==> src/rtl/adc_trigger_capture.sv <==
// ---------------------------------------------------------------------------
// adc_trigger_capture
//
// Capture-control stage in the ADC write-clock domain, sitting in front of the
// DataStorage FIFO. Each clock carries one 32-bit word of four 8-bit samples
// ([31:24] oldest, [7:0] newest). The block waits for a threshold crossing,
// then streams a programmed number of words into the FIFO, drops words while
// the FIFO is full (flagging Overflow) and pulses Done at the end.
//
// Optional feature: define TRIGGER_TIMEOUT_EN to force a trigger after
// TIMEOUT_CYCLES consecutive ARMED cycles without a crossing (TimedOut flags
// it). Without the macro ARMED waits indefinitely and TimedOut stays 0.
//
// WriteStrobe is deliberately combinational from the state register and
// FifoNotFull: the FIFO's full indication is honoured in the very cycle of
// the write, with no look-ahead. Every other output is a flop.
// ---------------------------------------------------------------------------
module adc_trigger_capture #(
    parameter int COUNT_WIDTH    = 16,
    parameter int TIMEOUT_CYCLES = 1000000
) (
    input  logic                   Clock,
    input  logic                   Reset,
    input  logic [31:0]            DataIn,
    input  logic                   Arm,
    input  logic                   Abort,
    input  logic [7:0]             Threshold,
    input  logic                   Slope,
    input  logic [COUNT_WIDTH-1:0] RecordLength,
    input  logic                   FifoNotFull,
    output logic [31:0]            DataOut,
    output logic                   WriteStrobe,
    output logic [1:0]             State,
    output logic                   Triggered,
    output logic                   Done,
    output logic                   Overflow,
    output logic                   TimedOut
);

    localparam logic [1:0] IDLE   = 2'd0;
    localparam logic [1:0] ARMED  = 2'd1;
    localparam logic [1:0] RECORD = 2'd2;
    localparam logic [1:0] DONE   = 2'd3;

    localparam logic [COUNT_WIDTH-1:0] ONE_COUNT  = COUNT_WIDTH'(1'b1);
    localparam logic [COUNT_WIDTH-1:0] ZERO_COUNT = {COUNT_WIDTH{1'b0}};

    // A crossing exists between consecutive samples i-1 and i when their
    // "below threshold" flags differ in the direction selected by rising.
    // below[0] is the previous word's newest sample, below[4] this word's.
    function automatic logic crossingHit(input logic [4:0] below, input logic rising);
        logic [3:0] edges;
        if (rising) begin
            edges = below[3:0] & ~below[4:1];
        end else begin
            edges = ~below[3:0] & below[4:1];
        end
        return |edges;
    endfunction

    logic [1:0]             fsmState_r;
    logic [1:0]             nextState_s;
    logic [31:0]            dataOut_r;
    logic [7:0]             prevSample_r;
    logic [COUNT_WIDTH-1:0] lengthLatched_r;
    logic [COUNT_WIDTH-1:0] remaining_r;
    logic                   triggered_r;
    logic                   done_r;
    logic                   overflow_r;
    logic                   timedOut_r;
    logic [4:0]             belowThreshold_s;
    logic                   hit_s;
    logic                   trigger_s;
    logic                   timeoutOnly_s;
    logic                   armAccepted_s;

    // Per-sample below-threshold flags across the five-sample window and the crossing test
    always_comb begin
        belowThreshold_s[0] = (prevSample_r   < Threshold);
        belowThreshold_s[1] = (DataIn[31:24]  < Threshold);
        belowThreshold_s[2] = (DataIn[23:16]  < Threshold);
        belowThreshold_s[3] = (DataIn[15:8]   < Threshold);
        belowThreshold_s[4] = (DataIn[7:0]    < Threshold);
        hit_s               = crossingHit(belowThreshold_s, Slope);
    end

`ifdef TRIGGER_TIMEOUT_EN
    localparam int TIMEOUT_W = $clog2(TIMEOUT_CYCLES + 1);
    localparam logic [TIMEOUT_W-1:0] TIMEOUT_LAST = TIMEOUT_W'(TIMEOUT_CYCLES - 1);
    localparam logic [TIMEOUT_W-1:0] TIMEOUT_ONE  = TIMEOUT_W'(1'b1);

    logic [TIMEOUT_W-1:0] timeoutCount_r;
    logic                 timeoutFire_s;

    // The timeout fires on the TIMEOUT_CYCLES-th consecutive ARMED cycle
    always_comb begin
        timeoutFire_s = (fsmState_r == ARMED) && (timeoutCount_r == TIMEOUT_LAST);
        trigger_s     = (fsmState_r == ARMED) && (hit_s || timeoutFire_s);
        timeoutOnly_s = timeoutFire_s && !hit_s;
    end

    // Count consecutive ARMED cycles; any exit from ARMED restarts the count
    always_ff @(posedge Clock or negedge Reset) begin
        if (!Reset) begin
            timeoutCount_r <= {TIMEOUT_W{1'b0}};
        end else if ((fsmState_r == ARMED) && (nextState_s == ARMED)) begin
            timeoutCount_r <= timeoutCount_r + TIMEOUT_ONE;
        end else begin
            timeoutCount_r <= {TIMEOUT_W{1'b0}};
        end
    end
`else
    logic unusedTimeoutCfg_s;

    // Without the timeout only a real crossing can trigger
    always_comb begin
        trigger_s          = (fsmState_r == ARMED) && hit_s;
        timeoutOnly_s      = 1'b0;
        unusedTimeoutCfg_s = (TIMEOUT_CYCLES > 0);
    end
`endif

    // Next-state decode; Abort overrides every transition
    always_comb begin
        nextState_s = fsmState_r;
        if (Abort) begin
            nextState_s = IDLE;
        end else begin
            case (fsmState_r)
                IDLE: begin
                    if (Arm) begin
                        nextState_s = ARMED;
                    end else begin
                        nextState_s = IDLE;
                    end
                end
                ARMED: begin
                    if (trigger_s) begin
                        nextState_s = RECORD;
                    end else begin
                        nextState_s = ARMED;
                    end
                end
                RECORD: begin
                    if (remaining_r == ONE_COUNT) begin
                        nextState_s = DONE;
                    end else begin
                        nextState_s = RECORD;
                    end
                end
                DONE: begin
                    nextState_s = IDLE;
                end
                default: begin
                    nextState_s = IDLE;
                end
            endcase
        end
    end

    // An Arm is only honoured from IDLE and never together with Abort
    always_comb begin
        armAccepted_s = (fsmState_r == IDLE) && Arm && !Abort;
    end

    // Data path: output word and previous-sample register follow DataIn every cycle
    always_ff @(posedge Clock or negedge Reset) begin
        if (!Reset) begin
            dataOut_r    <= 32'h0000_0000;
            prevSample_r <= 8'h00;
        end else begin
            dataOut_r    <= DataIn;
            prevSample_r <= DataIn[7:0];
        end
    end

    // State register and the Done pulse, which marks the single DONE cycle
    always_ff @(posedge Clock or negedge Reset) begin
        if (!Reset) begin
            fsmState_r <= IDLE;
            done_r     <= 1'b0;
        end else begin
            fsmState_r <= nextState_s;
            done_r     <= (nextState_s == DONE);
        end
    end

    // Record length latch and the per-record word countdown
    always_ff @(posedge Clock or negedge Reset) begin
        if (!Reset) begin
            lengthLatched_r <= ZERO_COUNT;
            remaining_r     <= ZERO_COUNT;
        end else begin
            if (armAccepted_s) begin
                // A zero length still records the trigger word
                lengthLatched_r <= (RecordLength == ZERO_COUNT) ? ONE_COUNT : RecordLength;
            end
            if (trigger_s && !Abort) begin
                remaining_r <= lengthLatched_r;
            end else if (fsmState_r == RECORD) begin
                // Dropped words consume a slot too: time never stalls
                remaining_r <= remaining_r - ONE_COUNT;
            end
        end
    end

    // Status flags: cleared by an accepted Arm, otherwise they only ever set
    always_ff @(posedge Clock or negedge Reset) begin
        if (!Reset) begin
            triggered_r <= 1'b0;
            overflow_r  <= 1'b0;
            timedOut_r  <= 1'b0;
        end else if (armAccepted_s) begin
            triggered_r <= 1'b0;
            overflow_r  <= 1'b0;
            timedOut_r  <= 1'b0;
        end else begin
            if (trigger_s && !Abort) begin
                triggered_r <= 1'b1;
                timedOut_r  <= timeoutOnly_s;
            end
            if ((fsmState_r == RECORD) && !FifoNotFull) begin
                overflow_r <= 1'b1;
            end
        end
    end

    // Output mapping; the strobe reacts to FifoNotFull within the same cycle
    always_comb begin
        DataOut     = dataOut_r;
        WriteStrobe = (fsmState_r == RECORD) && FifoNotFull;
        State       = fsmState_r;
        Triggered   = triggered_r;
        Done        = done_r;
        Overflow    = overflow_r;
        TimedOut    = timedOut_r;
    end

    adc_trigger_capture_checker u_checker (
        .Clock       (Clock),
        .Reset       (Reset),
        .Abort       (Abort),
        .State       (State),
        .WriteStrobe (WriteStrobe),
        .Done        (Done)
    );

endmodule

// ---------------------------------------------------------------------------
// Protocol properties of adc_trigger_capture, kept apart from the design.
// ---------------------------------------------------------------------------
module adc_trigger_capture_checker (
    input logic       Clock,
    input logic       Reset,
    input logic       Abort,
    input logic [1:0] State,
    input logic       WriteStrobe,
    input logic       Done
);

    // Writes only happen while recording
    assert property (@(posedge Clock) disable iff (!Reset) WriteStrobe |-> (State == 2'd2));

    // Done is exactly the DONE state
    assert property (@(posedge Clock) disable iff (!Reset) Done == (State == 2'd3));

    // Done lasts one cycle and is followed by IDLE
    assert property (@(posedge Clock) disable iff (!Reset) Done |=> (State == 2'd0));

    // Abort always lands in IDLE
    assert property (@(posedge Clock) disable iff (!Reset) Abort |=> (State == 2'd0));

endmodule

==> config.mk <==
export PLATFORM = sky130hd
export DESIGN_NAME = adc_trigger_capture
export DESIGN_NICKNAME = d
export VERILOG_FILES = /design/src/rtl/adc_trigger_capture.sv
export SDC_FILE = /design/constraint.sdc
export NUM_CORES = 1
export LEC_CHECK = 0
export CAP_MARGIN = 20
export CELL_PAD_IN_SITES_DETAIL_PLACEMENT = 0
export CELL_PAD_IN_SITES_GLOBAL_PLACEMENT = 1
export CORE_MARGIN = 1
export CORE_UTILIZATION = 37
export CTS_CLUSTER_SIZE = 30
export DETAILED_ROUTE_END_ITERATION = 8
export PLACE_DENSITY = 0.87
export SETUP_SLACK_MARGIN = 0.02
export SLEW_MARGIN = 30
export SYNTH_ARGS = -nofsm -noshare
export SYNTH_HDL_FRONTEND = slang
export SYNTH_SLANG_ARGS = --single-unit
export TNS_END_PERCENT = 1
==> constraint.sdc <==
create_clock -name Clock -period 2.75 [get_ports Clock]
set_clock_uncertainty 0.15 [all_clocks]
set_input_delay 0.55 -clock Clock [delete_from_list [all_inputs] [get_ports Clock]]
set_output_delay 0.55 -clock Clock [all_outputs]
set_load 0.05 [all_outputs]
# Word level (Yosys, flattened, before mapping)
# Index checks and enable logic that the tools add are counted.
[classes]
n_addsub = 1
n_eq_ne = 5
mux = 15
n_lt_le_gt_ge = 5
reduce_logical = 14
bitwise = 4
[op_table]
columns = ["op", "n"]
rows = [
  ["$mux W16", 3],
  ["$lt A8 B8 Y1", 5],
  ["$eq A16 B1 Y1 const B", 1],
  ["$logic_not A16 Y1", 1],
  ["$sub A16 B1 Y16 const B", 1],
  ["$and A4 B4 Y4", 2],
  ["$mux W1", 8],
  ["$not A4 Y4", 2],
  ["$pmux W2 S4", 1],
  ["$eq A2 B2 Y1 const B", 3],
  ["$logic_and A1 B1 Y1", 6],
  ["$reduce_bool A2 Y1", 3],
  ["$mux W2", 2],
  ["$mux W4", 1],
  ["$reduce_or A4 Y1", 1],
  ["$eq A2 B1 Y1 const B", 1],
  ["$logic_not A1 Y1", 2],
  ["$logic_not A2 Y1", 1],
]
[totals]
output_inout_bits = 39
elab_cells = 53
ff_bits = 78

# Longest topological paths before layout
# Gate-level depths: netlist of run 1.
[depth]
ltp_word = 10
mapped_depth = 10

# Least setup slack after synthesis of run 1
# No wires, ideal clock.
[synth_path]
kind = "in2reg"
start = "input Threshold[2]"
end = "register remaining_r[10]"
required_time_ns = 2.475
setup_slack_ns = -0.133
t_arrival_ns = 2.608
path_stages = 10
setup_time_ns = 0.125
cell_sequence = "inv_1 > ha_1 > a211oi_1 > o21ai_1 > a41oi_2 > nand2b_1 > nor4b_4 > a2bb2oi_4 > buf_8 > mux2_4"
[synth_between]
elab_chain_cells = 8
word_cells_on_any_way = 15
classes_between = "5 x order compare; 2 x mux; 4 x bitwise; 4 x reduce/logical"
[synth_lines]
columns = ["item", "line_no", "text"]
rows = [
  ["start: declaration", "27", "input logic [7:0] Threshold,"],
  ["$lt A8 B8 Y1, on equally long branches", "--", ""],
  ["$not A4 Y4, on equally long branches", "56, 54", ""],
  ["$and A4 B4 Y4, on equally long branches", "56, 54", ""],
  ["$mux W4 *", "53", "if (rising) begin"],
  ["$reduce_or A4 Y1 *", "58", "return |edges;"],
  ["$logic_and A1 B1 Y1 *", "117", "trigger_s = (fsmState_r == ARMED) && hit_s;"],
  ["$logic_and A1 B1 Y1 *", "198", "if (trigger_s && !Abort) begin"],
  ["$mux W16 or $reduce_bool A2 Y1 (tied branches)", "--", ""],
  ["end signal: assignment", "199", "remaining_r <= lengthLatched_r;"],
  ["end signal: assignment", "202", "remaining_r <= remaining_r - ONE_COUNT;"],
  ["end: declaration", "66", "logic [COUNT_WIDTH-1:0] remaining_r;"],
]
# Every way passes the cells marked *; elsewhere a longest branch is shown, timed or not.
# A chain may end at the register's enable or synchronous reset.

# Final worst setup path of run 1
[layout_path]
start = "input DataIn[10]"
end = "register remaining_r[4]"
[layout_between]
elab_chain_cells = 8
word_cells_on_any_way = 11
classes_between = "1 x order compare; 2 x mux; 4 x bitwise; 4 x reduce/logical"
[layout_lines]
columns = ["item", "line_no", "text"]
rows = [
  ["start: declaration", "24", "input logic [31:0] DataIn,"],
  ["$lt A8 B8 Y1 *", "82", "belowThreshold_s[3] = (DataIn[15:8] < Threshold);"],
  ["$not A4 Y4, on equally long branches", "54, 56", ""],
  ["$and A4 B4 Y4, on equally long branches", "54, 56", ""],
  ["$mux W4 *", "53", ""],
  ["$reduce_or A4 Y1 *", "58", ""],
  ["$logic_and A1 B1 Y1 *", "117", ""],
  ["$logic_and A1 B1 Y1 *", "198", ""],
  ["$mux W16 or $reduce_bool A2 Y1 (tied branches)", "--", ""],
]
# Marks and branches as above.

==> impl_metrics.ini, run 1 <==
[timing]
whs_ns = 0.0378
slew_viol_final = 0
setup_ws_ns = 0.0422
clock.fmax_mhz = 369
worst_pin_slew_ns = 0.569
setup_violations = 0
fin_crit_sh_pct = 98.5
max-slew-margin-rel_pct = 62.1
min_period_ns = 2.71
report.final.hold_viol_count = 0

[floorplan]
core_um2 = 9240
die-area_um2 = 9910
die_h_um = 99.5
initial_core_util_pct = 38.1
num_rows = 35
ios = 101
die_w_um = 99.5

[placement]
gp_congestion = 0.801
dp_hpwl_um = 6680
port_buffers = 99
dp_slack_ns = -0.632

[route]
routed_via_density = 4.99
post_drt_wl_per_cell_um = 16.1
ant_nets = 0
m1WireLength_um = 3900
wl_met3_um = 496
top_layer_used = met4
drtIter0Drc = 46
wl_um = 9250
first_pass_iters = 4
drc = 0
wl_met2_um = 4650
num_vias = 2873

[critical_path]
endpoint_kind = flop
crit_slowest_cell = mux2_2
cp-start-kind = input port
worst-setup-path-type = input port to flop
cp_num_buf_inv = 3
cp_top_family = compound AO/OA/AOI/OAI gates
cp.arrival_ns = 2.80
cpMostUsedCell = nand4_1
slowest_delay_ns = 0.32
worstPathRequired_ns = 2.84
cp_cell_sequence = dlymetal6s2s_1 > ha_4 > a211oi_4 > o21ai_4 > a41oi_4 > buf_4 > nand4_1 > nand4_1 > a2bb2oi_4 > clkbuf_16 > mux2_2
cp_max_fo = 6

[yosys]
yosysMostFrequentCell = dfrtp_1
yosys.area_share.xor_xnor_pct = 2.49
synth.net_count = 402
synth_top_family_by_area = adder cells
muxShareOfSynthArea_pct = 10.2
ys_dominant_reg_cell = dfrtp_1
synth_adder_area_share_pct = 13.2
synth_edf_count = 0
synth-simple-area-share_pct = 13.1
netlist_top_cells_count = dfrtp_1 (69), ha_1 (37), nor2_1 (24), mux2_2 (22), nand2_1 (21)
synthDistinctLibCells = 43
synth_area_per_cell_um2 = 11.6
synth_compound_area_share_pct = 9.63
synthesis.area_um2 = 3520
netlist_instances = 303
netlist.area_leader.share_pct = 49.1
synth_seq_area_share_pct = 49.1
synthArstFlopShare_pct = 100
ys_ff_latch = 69
yosysWarningCount = 0
synth_area_leaders = dfrtp_1 (49%), ha_1 (13%), mux2_2 (7.0%)
yosysTopAreaCell = dfrtp_1

[min_path]
hold_path_class = input port to async pin

[job]
max_cap_viol_count = 0

[clocking]
hold_buffers = 0
cts-root-buf = clkbuf_8
cts.path.max_buffers = 2
cts_tree = yes
clk_latency_ns = 0.35
cts_made_buffers = 9
path_clk_slew_ns = 0.08
clock-sinks = 69
ctsHtreeMaxLevel = 3

[pwr]
combPwrFrac_pct = 30.6
p_sw_share_pct = 31.5
power.density_nw_per_um2 = 611
p_leak_nw = 2.66
seqPwrFrac_pct = 40.3
intPower_mw = 2.38
p_sw_mw = 1.09
ir_drop_v = 0.000315
clock_power_share_pct = 29.0

[run_status]
outcome = completed

[grt]
grt_max_degree = 46
grtUsageTotal_pct = 18.4
grt_pass1_vias = 2995
grt_pass1_wl_um = 14000
antenna_found_initial = 1
grt_overflow_total = 0

[cells_and_area]
drive_gt1_share_pct = 34.1
nets = 540
syn_to_final_growth_pct = 61.5
fillers = 724
-- cells by family (layout without fill, tap and decap cells) --
kind of cell | after synthesis | after routing
AOI/OAI and AO/OA | 51 | 51
muxes | 31 | 31
adders and majority gates | 37 | 37
other | 1 | 2
buffers and inverters | 17 | 160
and+or+nand+nor | 87 | 87
DFF | 69 | 69
xor gates and xnor gates | 10 | 10
-- worst reg2reg max path: stages, from the launching register on --
cell and delay, ns:
dfrtp_2 0.41, ha_1 0.29, a211oi_1 0.19, o21ai_1 0.12
a41oi_2 0.26, nand4_1 0.23, a2bb2oi_4 0.26, clkbuf_16 0.19
mux2_2 0.32
-- per-layer routing --
| metal | global-route usage [%] | vias up |
|---|---|---|
| li1 | - | 1363 |
| met1 | 22.0 | 1395 |
| met2 | 30.9 | 94 |
| met3 | 4.78 | 21 |
| met4 | 8.60 | 0 |
| met5 | 0 | - |
-- cell type report --
cell class                      count  area, um2  share of cell area, %
Antenna cell                        1       2.50                 0.0440
Clock buffer                       10        128                   2.25
Clock inverter                      6        111                   1.96
Inverter                           11       48.8                  0.858
Multi-Input combinational cell    217       2130                   37.4
Sequential cell                    69       1730                   30.4
Tap cell                          129        161                   2.84
Timing Repair Buffer              133       1380                   24.2
-- power by group through the flow --
stage               registers, mW  clock network, mW  logic (mW)
finish                       1.40               1.01        1.06
global route                 1.43               1.08        1.15
CTS                          1.40               1.04       0.966
detailed placement           1.42                  0       0.950
global placement             1.41                  0       0.918
floorplan                    1.49                  0       0.502
-- final timing paths --
check                           slack [ns]             from  cells past startpoint              to
worst min-delay path                  0.04            Reset                      1     DataOut[16]
worst max register to register        0.22  prevSample_r[2]                      8  remaining_r[4]
min in group Clock                    0.20       DataIn[17]                      1     DataOut[17]
max in group asynchronous             1.78            Reset                      2  remaining_r[3]
worst max-delay path                  0.04       DataIn[10]                     11  remaining_r[4]
worst min register to register        0.35         Overflow                      2        Overflow
-- cell usage in the layout (no fill, tap or decap), types with 5 or more instances in the layout --
| master | netlist | layout |
|---|---|---|
| clkdlybuf4s50_1 | 0 | 61 |
| nor2_1 | 24 | 20 |
| xor2_1 | 5 | 5 |
| mux2_2 | 22 | 22 |
| o21ai_2 | 0 | 5 |
| dfrtp_1 | 69 | 68 |
| ha_1 | 37 | 16 |
| ha_4 | 0 | 16 |
| dlymetal6s2s_1 | 0 | 34 |
| nor2b_1 | 8 | 7 |
| xnor2_1 | 5 | 5 |
| mux2i_1 | 5 | 5 |
| a21oi_1 | 19 | 12 |
| nand2_1 | 21 | 16 |
| a21oi_2 | 1 | 7 |
| nor4_1 | 8 | 7 |
| buf_4 | 1 | 29 |
| clkbuf_8 | 0 | 9 |
| ha_2 | 0 | 5 |
-- per-stage QoR --
step	instance area [um2]	util, %	total power [mW]	cells	setup TNS (ns)
floorplan	3600	-	1.99	303	0
global placement	4930	53.4	2.33	550	-9.63
detailed placement	4930	53.4	2.37	550	-10.79
CTS	5200	56.3	3.40	566	-2.34
global route	5680	61.5	3.66	576	-0.194
finish	5680	61.5	3.47	576	0
-- what timing repair did --
| action | 4_1_cts | 5_1_grt |
|---|---|---|
| buffers inserted | 0 | 8 |
| cloned | 0 | 1 |
| setup endpoints to repair | 17 | 18 |
| pin swaps | 3 | 36 |
| gates resized for setup | 11 | 95 |
-- registers in the layout, summed over array words and instances (netlist names) --
signal / cells
Done: 1
remaining_r: 16
lengthLatched_r: 16
State: 2
prevSample_r: 7
Triggered: 1
Overflow: 1
DataOut: 25
(Power assumes the default switching activity.)
==> run 2, diff against run 1 <==
==> config.mk (replaced) <==
export PLATFORM = sky130hd
export DESIGN_NAME = adc_trigger_capture
export DESIGN_NICKNAME = d
export VERILOG_FILES = /design/src/rtl/adc_trigger_capture.sv
export SDC_FILE = /design/constraint.sdc
export NUM_CORES = 1
export LEC_CHECK = 0
export CAP_MARGIN = 20
export CORE_MARGIN = 1
export CORE_UTILIZATION = 48
export CTS_CLUSTER_SIZE = 30
export DETAILED_ROUTE_END_ITERATION = 8
export PLACE_DENSITY = 0.88
export SETUP_SLACK_MARGIN = 0.02
export SLEW_MARGIN = 30
export SYNTH_ARGS = -nofsm -noshare
export SYNTH_HDL_FRONTEND = slang
export SYNTH_SLANG_ARGS = --single-unit
export TNS_END_PERCENT = 100
==> impl_metrics.ini, run 2 (synthesis gave the netlist of run 1 again) <==
[floorplan]
core_um2 = 6940
num_rows = 30
die-area_um2 = 7680
die_w_um = 87.6
die_h_um = 87.6
ios = 101
initial_core_util_pct = 50.7

[critical_path]
cp.depth = 11
cp_top_family = compound AO/OA/AOI/OAI gates
crit_slowest_cell = mux2_2
endpoint_kind = flop
slowest_delay_ns = 0.34
cp.arrival_ns = 2.88
r2r-start = prevSample_r[2]
cp_cell_sequence = dlygate4sd2_1 > ha_4 > a21oi_1 > o21ai_2 > a21oi_4 > buf_6 > or2b_1 > nand4_1 > a2bb2oi_4 > buf_12 > mux2_2
cp_max_fo = 7
worst-setup-path-type = input port to flop
reg2reg_to = remaining_r[4]
cp_num_buf_inv = 3
worstPathRequired_ns = 2.84
r2r_slack_ns = 0.08
reg2reg_depth = 8
cp-start-kind = input port

[clocking]
cts_tree = yes
ctsHtreeMaxLevel = 3
clock-sinks = 69
cts_made_buffers = 9
cts-root-buf = clkbuf_8
path_clk_slew_ns = 0.09
clk_latency_ns = 0.37
cts.path.max_buffers = 2

[timing]
max-slew-margin-rel_pct = 59.3
setup_violations = 8
slew_viol_final = 0
setup_ws_ns = -0.0439
whs_ns = 0.0390
worst_pin_slew_ns = 0.611
fin_crit_sh_pct = 102
report.final.hold_viol_count = 0
min_period_ns = 2.79
clock.fmax_mhz = 358

[min_path]
hold_path_class = input port to async pin

[cells_and_area]
diodes = 0
nets = 541
largest_reg_flops = 25
final_cell_mix = dfrtp_1 (68), clkdlybuf4s50_1 (61), buf_4 (25)
final_core_util_pct = 80.9
syn_to_final_growth_pct = 59.6
drive_gt1_share_pct = 37.8
final_common_cell = dfrtp_1

[route]
routed_via_density = 5.83
wl_um = 12200
first_pass_iters = 4
drc = 0
ant_nets = 0
num_vias = 3166
drtIter0Drc = 215
post_drt_wl_per_cell_um = 22.4

[placement]
dp_hpwl_um = 6750
port_buffers = 99
gp_congestion = 0.884
dp_slack_ns = -0.677

[grt]
grt_overflow_total = 0
grt_pass1_wl_um = 16500
grtUsageTotal_pct = 28.9
antenna_found_initial = 0
grt_pass1_vias = 3356
grt_max_degree = 46

[job]
max_cap_viol_count = 0

[pwr]
power.density_nw_per_um2 = 602
ir_drop_v = 0.000371
p_leak_nw = 2.40
p_total_mw = 3.38

[run_status]
violations = negative setup slack
outcome = complete, but fails checks
run 2: changes by cell type in the layout (fill, tap and decap cells not counted), moves of 4 or more:
| cell | before | now |
|---|---|---|
| ha_4 | 16 | 21 |
| buf_4 | 29 | 25 |
| nor2_4 | 1 | 5 |
| dlygate4sd2_1 | 0 | 20 |
| a21oi_4 | 1 | 6 |
| dlymetal6s2s_1 | 34 | 0 |
| a21oi_2 | 7 | 2 |
| clkbuf_2 | 2 | 8 |
| clkdlybuf4s15_1 | 0 | 6 |
| buf_6 | 2 | 8 |
run 2: repair_timing:
item	in CTS	in global routing
resized for setup	93	72
hold buffers	0	0
pin swaps	31	29
endpoints found under the hold margin	0	0
setup buffers	10	4
gates cloned	1	0
setup endpoints to repair	17	17
run 2: per-layer routing:
metal | up-vias | GRT usage [%] | routed length, um
li1 | 1366 | - | -
met1 | 1575 | 30.2 | 4380
met2 | 168 | 53.1 | 6470
met3 | 57 | 7.54 | 717
met4 | 0 | 15.5 | 608
met5 | - | 0 | 0
run 2: how the worst max path moves through the flow:
stage | endpoint | from | slack, ns
after floorplan | remaining_r[10] | Threshold[2] | 0.02
after global placement | remaining_r[6] | Threshold[2] | -0.55
after detailed placement | remaining_r[6] | Threshold[1] | -0.68
after CTS | remaining_r[0] | Threshold[7] | 0.02
after global routing | remaining_r[4] | DataIn[8] | -0.07
final | remaining_r[4] | DataIn[21] | -0.04
run 2: area by class of cell:
cell class,instances,area (um2)
Inverter,11,56.3
Fill cell,364,1330
Timing Repair Buffer,134,1270
Clock buffer,11,141
Tap cell,96,120
Sequential cell,69,1730
Multi-Input combinational cell,217,2260
Clock inverter,5,36.3
run 2: where the power goes:
| part | internal (mW) | switching, mW |
|---|---|---|
| logic | 0.583 | 0.590 |
| registers | 1.23 | 0.189 |
| clock network | 0.354 | 0.439 |
run 2: metrics by stage:
| stage | instance area [um2] | instances | setup TNS (ns) |
|---|---|---|---|
| floorplan | 3600 | 303 | 0 |
| global placement | 4850 | 512 | -9.18 |
| detailed placement | 4850 | 512 | -11.45 |
| CTS | 5370 | 539 | 0 |
| global route | 5620 | 543 | -0.835 |
| finish | 5620 | 543 | -0.230 |
run 2: worst reg2reg max path, cell delays in order, from the launching register on:
cell and delay (ns):
dfrtp_2 0.43, ha_1 0.33, a211oi_2 0.19, o21ai_1 0.11
a41oi_2 0.34, nand4_1 0.24, a2bb2oi_4 0.27, buf_12 0.16
mux2_2 0.34
